### config.mk
export PLATFORM = sky130hd
export DESIGN_NAME = psum_collector
export DESIGN_NICKNAME = d
export VERILOG_FILES = /design/src/rtl/psum_collector.sv
export SDC_FILE = /design/constraint.sdc
export NUM_CORES = 1
export LEC_CHECK = 0
export ABC_CLOCK_PERIOD_IN_PS = 2490
export CORE_ASPECT_RATIO = 0.9
export CORE_MARGIN = 2
export CORE_UTILIZATION = 41
export DETAILED_ROUTE_END_ITERATION = 7
export GPL_TIMING_DRIVEN = 1
export PLACE_DENSITY = 0.78
export SETUP_SLACK_MARGIN = 0.4
export SLEW_MARGIN = 10
export SYNTH_ARGS = -nofsm -noshare
export SYNTH_HDL_FRONTEND = slang
export SYNTH_SLANG_ARGS = --single-unit
### constraint.sdc
create_clock -name clk_i -period 2.49 [get_ports clk_i]
set_input_delay 0.3735 -clock clk_i [delete_from_list [all_inputs] [get_ports clk_i]]
set_output_delay 0.3735 -clock clk_i [all_outputs]
set_load 0.01 [all_outputs]
### src/rtl/psum_collector.sv
// -----------------------------------------------------------------------------
// psum_collector
//
// Drains the per-column psum FIFOs of the PE-array NoC and rebuilds one output
// feature map as a single row-major valid/ready stream. Array column c holds
// output rows c, c+W, c+2W, ... with OUT_WIDTH entries per row. The collector
// reads one full row from a column, then moves to the next column in
// round-robin order. The selected column therefore always equals y mod W.
//
// Ports
//   clk_i          rising-edge clock
//   rst_i          synchronous, active-high reset
//   start_i        begin draining one frame (only sampled in IDLE)
//   psum_empty_i   per-FIFO empty flag, index 0 = array column 0
//   psum_i         first-word-fall-through head data for each FIFO
//   psum_rd_en_o   pop strobe, one-hot or zero, combinational
//   ofmap_o        output value, after optional ReLU
//   ofmap_vld_o    output valid
//   ofmap_rdy_i    downstream ready
//   ofmap_row_o    output row y of ofmap_o
//   ofmap_col_o    output column x of ofmap_o
//   ofmap_last_o   marks element (OUT_HEIGHT-1, OUT_WIDTH-1)
//   busy_o         high while draining or flushing a frame
//   done_o         one-cycle pulse when a frame has fully left the block
//   residue_err_o  sticky: some FIFO still held data at frame end
//
// OUT_HEIGHT and OUT_WIDTH must both be at least 2 so that the coordinate
// ports have a non-zero width.
// -----------------------------------------------------------------------------
module psum_collector #(
  parameter  int G_ARRAY_WIDTH  = 4,
  parameter  int G_TOP_BITS     = 2,
  parameter  int G_BOT_BITS     = 14,
  parameter  int G_KERNEL_SIZE  = 5,
  parameter  int G_IMAGE_HEIGHT = 28,
  parameter  int G_IMAGE_WIDTH  = 28,
  parameter  int G_RELU         = 0,
  localparam int DATA_WIDTH     = G_TOP_BITS + G_BOT_BITS,
  localparam int OUT_HEIGHT     = G_IMAGE_HEIGHT - G_KERNEL_SIZE + 1,
  localparam int OUT_WIDTH      = G_IMAGE_WIDTH - G_KERNEL_SIZE + 1,
  localparam int ROW_W          = $clog2(OUT_HEIGHT),
  localparam int COL_W          = $clog2(OUT_WIDTH)
) (
  input  logic                                      clk_i,
  input  logic                                      rst_i,
  input  logic                                      start_i,
  input  logic [0:G_ARRAY_WIDTH-1]                  psum_empty_i,
  input  logic [0:G_ARRAY_WIDTH-1][DATA_WIDTH-1:0]  psum_i,
  output logic [0:G_ARRAY_WIDTH-1]                  psum_rd_en_o,
  output logic [DATA_WIDTH-1:0]                     ofmap_o,
  output logic                                      ofmap_vld_o,
  input  logic                                      ofmap_rdy_i,
  output logic [ROW_W-1:0]                          ofmap_row_o,
  output logic [COL_W-1:0]                          ofmap_col_o,
  output logic                                      ofmap_last_o,
  output logic                                      busy_o,
  output logic                                      done_o,
  output logic                                      residue_err_o
);

  localparam int SEL_W = (G_ARRAY_WIDTH > 1) ? $clog2(G_ARRAY_WIDTH) : 1;

  typedef enum logic [1:0] {
    S_IDLE,
    S_DRAIN,
    S_FLUSH
  } state_e;

  state_e state_q, state_d;

  // Frame position of the next element to pop, and the FIFO it lives in.
  logic [COL_W-1:0] x_q;
  logic [ROW_W-1:0] y_q;
  logic [SEL_W-1:0] sel_q;

  // Output register.
  logic [DATA_WIDTH-1:0] data_q;
  logic [ROW_W-1:0]      row_q;
  logic [COL_W-1:0]      col_q;
  logic                  last_q;
  logic                  vld_q;

  logic done_q;
  logic residue_q;

  // Decoded per-cycle events.
  logic                  out_free;
  logic                  pop;
  logic                  start_ok;
  logic                  flush_ok;
  logic                  x_last;
  logic                  elem_last;
  logic [DATA_WIDTH-1:0] head;
  logic [DATA_WIDTH-1:0] head_relu;

  assign x_last    = (x_q == COL_W'(OUT_WIDTH - 1));
  assign elem_last = x_last && (y_q == ROW_W'(OUT_HEIGHT - 1));
  assign head      = psum_i[sel_q];
  assign head_relu = ((G_RELU != 0) && head[DATA_WIDTH-1]) ? '0 : head;

  // The output register can take a new element when it is empty or when its
  // current element is being accepted downstream in this same cycle.
  assign out_free = !vld_q || ofmap_rdy_i;

  // ---------------------------------------------------------------------------
  // State register
  // ---------------------------------------------------------------------------
  // NOTE: every clocked block uses non-blocking assignments so that all
  // registers update from the same pre-edge values, regardless of block order.
  always_ff @(posedge clk_i) begin
    if (rst_i) begin
      state_q <= S_IDLE;
    end else begin
      state_q <= state_d;
    end
  end

  // ---------------------------------------------------------------------------
  // Next-state logic
  // ---------------------------------------------------------------------------
  // NOTE: each combinational block assigns a default to every output first, so
  // no path through the case statement can leave a value unassigned (latch).
  always_comb begin
    state_d = state_q;
    unique case (state_q)
      S_IDLE:  if (start_ok)          state_d = S_DRAIN;
      S_DRAIN: if (pop && elem_last)  state_d = S_FLUSH;
      S_FLUSH: if (flush_ok)          state_d = S_IDLE;
      default:                        state_d = S_IDLE;
    endcase
  end

  // ---------------------------------------------------------------------------
  // Output / event decode
  // ---------------------------------------------------------------------------
  always_comb begin
    busy_o       = 1'b0;
    pop          = 1'b0;
    start_ok     = 1'b0;
    flush_ok     = 1'b0;
    psum_rd_en_o = '0;
    unique case (state_q)
      // A start that coincides with the done pulse is dropped; the next IDLE
      // cycle accepts it.
      S_IDLE: start_ok = start_i && !done_q;
      S_DRAIN: begin
        busy_o              = 1'b1;
        pop                 = !psum_empty_i[sel_q] && out_free;
        psum_rd_en_o[sel_q] = pop;
      end
      S_FLUSH: begin
        busy_o   = 1'b1;
        flush_ok = out_free;
      end
      default: ;
    endcase
  end

  // ---------------------------------------------------------------------------
  // Counters, output register and status flags
  // ---------------------------------------------------------------------------
  // NOTE: the output data register is reset along with its valid bit because
  // every output of the block must read zero straight after reset.
  always_ff @(posedge clk_i) begin
    if (rst_i) begin
      x_q       <= '0;
      y_q       <= '0;
      sel_q     <= '0;
      data_q    <= '0;
      row_q     <= '0;
      col_q     <= '0;
      last_q    <= 1'b0;
      vld_q     <= 1'b0;
      done_q    <= 1'b0;
      residue_q <= 1'b0;
    end else begin
      done_q <= flush_ok;

      if (start_ok) begin
        x_q       <= '0;
        y_q       <= '0;
        sel_q     <= '0;
        residue_q <= 1'b0;
      end else if (pop) begin
        if (x_last) begin
          x_q   <= '0;
          y_q   <= y_q + ROW_W'(1);
          sel_q <= (sel_q == SEL_W'(G_ARRAY_WIDTH - 1)) ? '0 : sel_q + SEL_W'(1);
        end else begin
          x_q <= x_q + COL_W'(1);
        end
      end

      if (flush_ok) begin
        residue_q <= residue_q | (|(~psum_empty_i));
      end

      // A pop always wins over a downstream accept: the register is refilled
      // rather than emptied.
      if (pop) begin
        data_q <= head_relu;
        row_q  <= y_q;
        col_q  <= x_q;
        last_q <= elem_last;
        vld_q  <= 1'b1;
      end else if (vld_q && ofmap_rdy_i) begin
        vld_q <= 1'b0;
      end
    end
  end

  assign ofmap_o       = data_q;
  assign ofmap_vld_o   = vld_q;
  assign ofmap_row_o   = row_q;
  assign ofmap_col_o   = col_q;
  assign ofmap_last_o  = last_q;
  assign done_o        = done_q;
  assign residue_err_o = residue_q;

endmodule

==> results of run 1 <==
-- critical path, stage by stage, from the launching register on --
cell and delay (ps):
dfxtp_2 350, mux4_2 540, nor3_4 180, buf_4 150, buf_6 80, and2_4 130, buf_6 90
-- logic make-up (layout without fill, tap and decap cells) --
family / after synthesis / count (layout) / share of synthesized area (%)
xor+xnor: 2 / 2 / 0.791
mux: 20 / 20 / 18.6
compound gates: 46 / 46 / 11.0
simple gates: 99 / 99 / 20.5
buf+inv: 24 / 138 / 4.24
flops: 44 / 44 / 39.8
fa+ha+maj: 9 / 9 / 5.08
-- cells in the final DEF, fill, tap and decap left out, types with 2 or more instances in the layout --
cell / count
a21oi_1: 36
a31oi_1: 3
and2_1: 3
buf_2: 3
buf_4: 15
buf_6: 2
clkbuf_8: 5
clkdlybuf4s50_1: 98
dfxtp_1: 43
dlygate4sd2_1: 4
ha_1: 9
inv_1: 8
mux2i_1: 3
mux4_2: 17
nand2_1: 63
nand2b_1: 3
nand3_1: 3
nand4b_1: 2
nor2_1: 7
nor2b_1: 2
nor4_1: 3
o21ai_0: 3
or3_1: 5
xnor2_1: 2
-- worst paths after layout --
check | cells after the start | slack, ps | start | endpoint
max | 6 | 310 | sel_q[0] | psum_rd_en_o[3]
min | 2 | 460 | ofmap_o[11] | ofmap_o[11]
max reg2reg | 5 | 320 | sel_q[0] | y_q[4]
min reg2reg | 2 | 460 | ofmap_o[11] | ofmap_o[11]
-- area by class of cell --
| cell class | instances | area share (%) |
|---|---|---|
| Clock inverter | 2 | 0.994 |
| Tap cell | 67 | 2.38 |
| Timing Repair Buffer | 122 | 33.1 |
| Sequential cell | 44 | 25.0 |
| Clock buffer | 6 | 2.06 |
| Inverter | 8 | 0.852 |
| Multi-Input combinational cell | 176 | 35.6 |
-- stage by stage --
stage	instances	cell area [um2]
4_1_cts	425	3520
3_3_place_gp	415	3410
6_report	425	3530
5_1_grt	425	3530
2_1_floorplan	244	2230
3_5_place_dp	415	3410
-- metal layers --
metal	vias to the layer above	global-route usage, %	routed length (um)
met3	8	4.67	389
met4	0	4.90	65
met1	1040	25.1	2580
met5	-	0	0
met2	76	34.3	3120
li1	1074	-	-
-- state kept, by name, summed over array words and instances, names as in the netlist --
signal         flops
ofmap_col_o        5
ofmap_last_o       1
y_q                5
state_q            2
x_q                5
sel_q              2
done_o             1
ofmap_row_o        5
ofmap_o           16
ofmap_vld_o        1
residue_err_o      1
-- timing repair --
item | in CTS | in global routing
cloned | 0 | 0
gates resized for setup | 24 | 1
pin swaps | 3 | 0
hold endpoints to repair | 0 | 0
setup buffers | 2 | 0
endpoints found under the setup margin | 10 | 10
-- where the power goes --
group | internal [W] | leakage [nW] | switching [W] | total (W)
Clock | 0.000298 | 0.0552 | 0.000236 | 0.000534
Sequential | 0.000741 | 0.356 | 0.0000216 | 0.000763
Combinational | 0.000257 | 0.814 | 0.000209 | 0.000466
==> impl_metrics.yaml, run 1 <==
global_routing:
  grt_pass1_wl_um: 9250
  grt_max_degree: 30
  grt_pass1_vias: 1978
  grt_overflow: 0
  grt_usage_pct: 19.9
  antenna_found_initial: 0
layout:
  area_delta_synth_final_pct: 59.2
  n_fill_cell: 421
  regArea_um2: 882
  drive_gt1_share_pct: 13.7
  multi_input_area_um2: 1260
  antennaDiodeCount: 0
  layout.nets: 438
  fin_util_pct: 67.5
power_and_ir_drop:
  p_leak_nw: 1.23
  powerDensity_nw_per_um2: 500
  ir_drop_v: 0.000493
  finalPower_w: 0.00176
synthesis:
  synthArstFlopShare_pct: 0
  synthTopCellsByArea: "dfxtp_1 40%, mux4_2 17%, nand2_1 11%"
  synth-seq-cells: 44
  synth.most_common_cell: "nand2_1"
  synth-edff-count: 0
  yosysWarningCount: 0
  ys.flop_type: "dfxtp_1"
  netlist_instances: 244
  avgSynthCellArea_um2: 9.08
  seq_area_frac_synth_pct: 39.8
  syn_area_um2: 2210
  syn_nets: 325
  ys_types: 31
  yosys.area.top_type: "dfxtp_1"
  synth_top_area_share_pct: 39.8
  netlist_top_cells_count: "63 x nand2_1, 44 x dfxtp_1, 37 x a21oi_1, 17 x mux4_2, 12 x clkbuf_1"
outcome:
  run_status: "finished, final reports clean"
sta:
  slew_violations: 0
  max_slew.worst_pin.slew_ps: 460
  fin_crit_sh_pct: 87.6
  setup_viol: 0
  rsz0062_at_grt: "true"
  relSlewSlack_pct: 69.2
  hold_viol_final: 0
  layout_min_cycle_time_ps: 2180
  setup_slack_ps: 309
  fin_tns_setup_ps: 0
  hold_slack_ps: 457
  fin_worst_skew_ps: 9.21
  fmax_mhz: 459
drt:
  wl_per_cell_um: 14.5
  final_antenna_net_count: 0
  vias: 2198
  drt_iter0_drc: 129
  drt_pass1_iterations: 6
  viasPerCell: 5.17
  drt_wl_total_um: 6150
  drc: 0
floorplanning:
  die_y_um: 73.7
  core_area_um2: 5220
  rows: 25
  io-pin-count: 107
  initial_core_util_pct: 42.4
  die_area_um2: 6010
  die_w_um: 81.5
placement:
  port_buffers: 106
  pre_cts_ws_ps: -253
  post-dp-hpwl_um: 4560
  gp_congestion: 0.793
clock_network:
  cts-root-buf: "clkbuf_8"
  htreeDepth: 2
  ctsHoldBuffers: 0
  clkTransAtPathRegs_ps: 80
  clock_sinks: 44
  worstSkewPairLatency_ps: 290
  cts_tree: "built"
  cts_buffers: 5
  clk_path_buf_depth: 2
worst_setup_path:
  cp.arrival_ps: 1810
  worstPathMaxFanout: 2
  start_kind: "flip-flop"
  crit_path_end_kind: "output pin"
  critPathKind: "flip-flop to output pin"
  cp.required_ps: 2120
hold_path:
  min_path_type: "flip-flop to flip-flop"
job:
  drv_cap: 0
(Power assumes the default switching activity.)
==> run 2: changes to the inputs <==
--- a/config.mk
+++ b/config.mk
@@ -7,10 +7,9 @@
 export LEC_CHECK = 0
 export ABC_CLOCK_PERIOD_IN_PS = 2490
 export CORE_ASPECT_RATIO = 0.9
-export CORE_MARGIN = 2
 export CORE_UTILIZATION = 41
 export DETAILED_ROUTE_END_ITERATION = 7
-export GPL_TIMING_DRIVEN = 1
+export GPL_TIMING_DRIVEN = 0
 export PLACE_DENSITY = 0.78
 export SETUP_SLACK_MARGIN = 0.4
 export SLEW_MARGIN = 10
==> impl_metrics.yaml, run 2 (synthesis gave the netlist of run 1 again) <==
worst_setup_path:
  path_delay_family: "multiplexers"
  cp_common_cell: "buf_6"
  cp.required_ps: 2120
  worstPathMaxFanout: 5
  critPathMaxStageDelay_ps: 550
  crit_slowest_cell: "mux4_2"
  timing.rr.start: "sel_q[0]"
  start_kind: "flip-flop"
  r2r_slack_ps: 260
  critPathKind: "flip-flop to output pin"
  crit_path_end_kind: "output pin"
  crit_start: "sel_q[0]"
  cp.arrival_ps: 1900
  worstPathCellList: "mux4_2 > nor3_4 > buf_6 > clkbuf_16 > and2_4 > buf_6"
  path_buf_inv: 3
floorplanning:
  die_area_um2: 5700
  io-pin-count: 107
  die_y_um: 71.7
  core_area_um2: 5220
  initial_core_util_pct: 42.4
  die_w_um: 79.5
  rows: 25
power_and_ir_drop:
  sequentialPowerShare_pct: 41.5
  power.internal_w: 0.00134
  comb_power_share_pct: 29.0
  p_sw_share_pct: 26.6
  switchingPower_w: 0.000488
  finalPower_w: 0.00183
  p_leak_nw: 1.28
  clockPowerShare_pct: 29.4
  ir_drop_v: 0.000453
  powerDensity_nw_per_um2: 499
placement:
  post-dp-hpwl_um: 4600
  port_buffers: 106
  place_inst: 417
  placed_area_um2: 3380
  gp_congestion: 0.787
layout:
  largest_register_ffs: 16
  mostFrequentLayoutCell: "clkdlybuf4s50_1"
  layout.nets: 448
  n_fill_cell: 416
  stdcell_area_um2: 3670
  drive_gt1_share_pct: 16.0
  layout_common_cells: "98 x clkdlybuf4s50_1, 63 x nand2_1, 42 x dfxtp_1"
  stdcell_count: 435
  fin_util_pct: 70.3
  area_delta_synth_final_pct: 65.7
  antennaDiodeCount: 0
sta:
  fmax_mhz: 439
  fin_crit_sh_pct: 91.5
  fin_worst_skew_ps: 5.93
  relSlewSlack_pct: 53.8
  slew_violations: 0
  hold_viol_final: 0
  layout_min_cycle_time_ps: 2280
  setup_viol: 0
  rsz0062_at_grt: "true"
  max_slew.worst_pin.slew_ps: 687
global_routing:
  grt_pass1_wl_um: 9180
  grt_overflow: 0
  grt_pass1_vias: 2065
  antenna_found_initial: 0
  grt_max_degree: 14
  grt_usage_pct: 20.9
clock_network:
  ctsHoldBuffers: 0
  clock_sinks: 44
  clk_path_buf_depth: 2
  clkTransAtPathRegs_ps: 80
  worstSkewPairLatency_ps: 300
  htreeDepth: 2
  cts-root-buf: "clkbuf_8"
  cts_buffers: 5
  cts_tree: "built"
drt:
  vias: 2268
  viasPerCell: 5.21
  drt_iter0_drc: 70
  drc: 0
  wl_per_cell_um: 14.4
  drt_pass1_iterations: 4
  drt_wl_total_um: 6270
  final_antenna_net_count: 0
hold_path:
  min_path_type: "flip-flop to flip-flop"
  min_from: "ofmap_o[15]"
outcome:
  run_status: "finished, final reports clean"
job:
  drv_cap: 0
[run 2: changes by cell type in the layout (fill, tap and decap cells not counted), moves of 2 or more]
cell and change:
buf_6 +8, clkbuf_16 +2, clkbuf_1 +5, and2_1 -3
and2_4 +3, clkbuf_4 +2, buf_4 -8
[run 2: worst paths after layout]
| path | endpoint | cells after the start |
|---|---|---|
| worst max-delay path | psum_rd_en_o[2] | 6 |
| worst min-delay path | ofmap_o[15] | 2 |
| worst max register to register | ofmap_last_o | 8 |
| worst min register to register | ofmap_o[15] | 2 |
[run 2: power groups by stage]
stage	clock network [W]	registers, W	logic (W)
2_1_floorplan	0	0.000791	0.000194
3_3_place_gp	0	0.000777	0.000439
3_5_place_dp	0	0.000779	0.000449
4_1_cts	0.000547	0.000761	0.000516
5_1_grt	0.000573	0.000765	0.000571
6_report	0.000539	0.000761	0.000532
[run 2: routing by layer]
metal | vias to the layer above | share of wire (%) | track usage (%)
li1 | 1101 | - | -
met1 | 1077 | 41 | 25.6
met2 | 82 | 52 | 35.3
met3 | 8 | 6.2 | 5.48
met4 | 0 | 1.2 | 7.47
met5 | - | 0 | 0
[run 2: what timing repair did]
action / 4_1_cts / 5_1_grt
buffers inserted: 6 / 3
cloned: 0 / 1
endpoints found under the setup margin: 37 / 31
gates resized for setup: 49 / 14
hold endpoints to repair: 0 / 0
pin swaps: 4 / 5
[run 2: worst min-delay path: stages (launching register included)]
cell     delay (ps)
dfxtp_1         310
nand2_1          50
a21oi_1          50
[run 2: layout make-up]
class                      instances  area, um2  area share (%)
buffer                            16        149            4.06
clock buffer                       6       72.6            1.98
clock inverter                     2       35.0           0.955
inverter                           8       30.0           0.818
multi-input combinational        176       1270            34.6
sequential                        44        886            24.1
tap                               67       83.8            2.28
timing repair buffer             116       1140            31.2
[run 2: stage by stage]
stage	hold WS, ps	setup slack, ps	setup TNS [ps]
6_report	456	212	0
5_1_grt	473	134	0
4_1_cts	458	149	0
3_5_place_dp	447	-775	-5020
3_3_place_gp	441	-775	-4580
2_1_floorplan	450	411	0
==> run 3: changes to the inputs <==
--- a/config.mk
+++ b/config.mk
@@ -11,7 +11,6 @@
 export DETAILED_ROUTE_END_ITERATION = 7
 export GPL_TIMING_DRIVEN = 0
 export PLACE_DENSITY = 0.78
-export SETUP_SLACK_MARGIN = 0.4
 export SLEW_MARGIN = 10
 export SYNTH_ARGS = -nofsm -noshare
 export SYNTH_HDL_FRONTEND = slang
==> impl_metrics.yaml, run 3 (synthesis gave the netlist of run 1 again) <==
worst_setup_path:
  worstPathCellList: "mux4_2 > nor3_4 > buf_6 > clkbuf_8 > buf_4 > and2_1 > buf_2"
  cp.required_ps: 2120
  crit_start: "sel_q[0]"
  r2r_slack_ps: 160
  critPathKind: "flip-flop to output pin"
  crit_end: "psum_rd_en_o[0]"
  timing.rr.start: "sel_q[0]"
  crit_path_end_kind: "output pin"
  cp.arrival_ps: 2010
  worstPathMaxFanout: 4
  start_kind: "flip-flop"
  critPathMaxStageDelay_ps: 550
  r2r_cells: 7
  crit_slowest_cell: "mux4_2"
  worstReg2RegEnd: "ofmap_col_o[0]"
layout:
  drive_gt1_share_pct: 12.8
  layout_common_cells: "98 x clkdlybuf4s50_1, 63 x nand2_1, 42 x dfxtp_1"
  mostFrequentLayoutCell: "clkdlybuf4s50_1"
  antennaDiodeCount: 0
  largest_register_ffs: 16
  fin_util_pct: 68.1
  area_delta_synth_final_pct: 60.7
  layout.nets: 446
sta:
  layout_min_cycle_time_ps: 2380
  fin_crit_sh_pct: 95.6
  fin_worst_skew_ps: 12.2
  hold_viol_final: 0
  fmax_mhz: 420
  rsz0062_at_grt: "false"
  hold_slack_ps: 458
  setup_viol: 0
  slew_violations: 0
  relSlewSlack_pct: 52.6
  max_slew.worst_pin.slew_ps: 704
global_routing:
  grt_max_degree: 20
  grt_pass1_wl_um: 9540
  grt_pass1_vias: 2116
  antenna_found_initial: 0
  grt_overflow: 0
  grt_usage_pct: 21.6
clock_network:
  cts_buffers: 5
  clkTransAtPathRegs_ps: 90
  cts_tree: "built"
  clock_sinks: 44
  clk_path_buf_depth: 2
  worstSkewPairLatency_ps: 300
  ctsHoldBuffers: 0
  cts-root-buf: "clkbuf_8"
  htreeDepth: 2
floorplanning:
  rows: 25
  die_y_um: 71.7
  core_area_um2: 5220
  die_w_um: 79.5
  die_area_um2: 5700
  io-pin-count: 107
  initial_core_util_pct: 42.4
drt:
  wl_per_cell_um: 14.1
  vias: 2253
  drt_pass1_iterations: 4
  drt_wl_total_um: 6080
  drc: 0
  drt_iter0_drc: 98
  final_antenna_net_count: 0
  viasPerCell: 5.20
placement:
  gp_congestion: 0.818
  port_buffers: 106
  post-dp-hpwl_um: 4570
outcome:
  run_status: "finished, final reports clean"
power_and_ir_drop:
  powerDensity_nw_per_um2: 488
  finalPower_w: 0.00174
  ir_drop_v: 0.000342
  p_leak_nw: 1.22
hold_path:
  holdPathStages: 2
  min_path_type: "flip-flop to flip-flop"
job:
  drv_cap: 0
-- run 3: cell types whose count changed in the layout (fill, tap and decap cells not counted), moves of 3 or more --
| cell | previous run | this run |
|---|---|---|
| clkdlybuf4s15_2 | 0 | 3 |
| buf_6 | 10 | 3 |
| and2_4 | 4 | 0 |
| and2_1 | 0 | 4 |
| clkbuf_1 | 6 | 9 |
-- run 3: per-stage QoR --
step | setup TNS [ps] | instance area, um2 | setup slack, ps | cells
after global placement | -5850 | 3360 | -877 | 417
after floorplan | 0 | 2210 | 307 | 244
after global routing | 0 | 3560 | 26.8 | 433
after detailed placement | -6980 | 3360 | -910 | 417
after CTS | 0 | 3550 | 25.0 | 433
final | 0 | 3560 | 111 | 433
-- run 3: how the worst min path moves through the flow --
stage                    from              to  slack (ps)
2_1_floorplan          y_q[4]  ofmap_row_o[4]         450
3_3_place_gp      ofmap_o[15]     ofmap_o[15]         440
3_5_place_dp   ofmap_row_o[4]  ofmap_row_o[4]         450
4_1_cts        ofmap_row_o[4]  ofmap_row_o[4]         460
5_1_grt          ofmap_last_o    ofmap_last_o         480
6_report           ofmap_o[5]      ofmap_o[5]         460
-- run 3: power breakdown --
| group | switching, W | total, W | internal [W] | leakage, nW |
|---|---|---|---|---|
| logic | 0.000221 | 0.000501 | 0.000280 | 0.820 |
| registers | 0.0000210 | 0.000761 | 0.000740 | 0.357 |
| clock network | 0.000250 | 0.000475 | 0.000226 | 0.0445 |
| total | 0.000492 | 0.00174 | 0.00125 | 1.22 |
-- run 3: repair_timing --
action	CTS	global route
gates resized for setup	29	5
setup endpoints to repair	4	11
pin swaps	1	1
gates cloned	0	0
setup buffers	9	0
-- run 3: final cells by class --
class	count	area [um2]
buffer	15	88.8
clock buffer	7	86.3
clock inverter	1	7.51
fill	424	1670
inverter	8	30.0
multi-input combinational	176	1250
sequential	44	886
tap	67	83.8
timing repair buffer	115	1130
-- run 3: layer usage --
| metal | GRT usage (%) | up-vias | wire length [um] |
|---|---|---|---|
| met5 | 0 | - | 0 |
| met4 | 6.26 | 0 | 61 |
| met3 | 4.97 | 7 | 386 |
| met2 | 36.8 | 79 | 3040 |
| met1 | 27.3 | 1074 | 2590 |
| li1 | - | 1093 | - |
-- run 3: worst max-delay path, delay by kind of cell (launching register included) --
| kind | cells | cell delay (ps) |
|---|---|---|
| AND/OR/NAND/NOR | 2 | 300 |
| flip-flops | 1 | 380 |
| buffers and inverters | 4 | 470 |
| multiplexers | 1 | 550 |
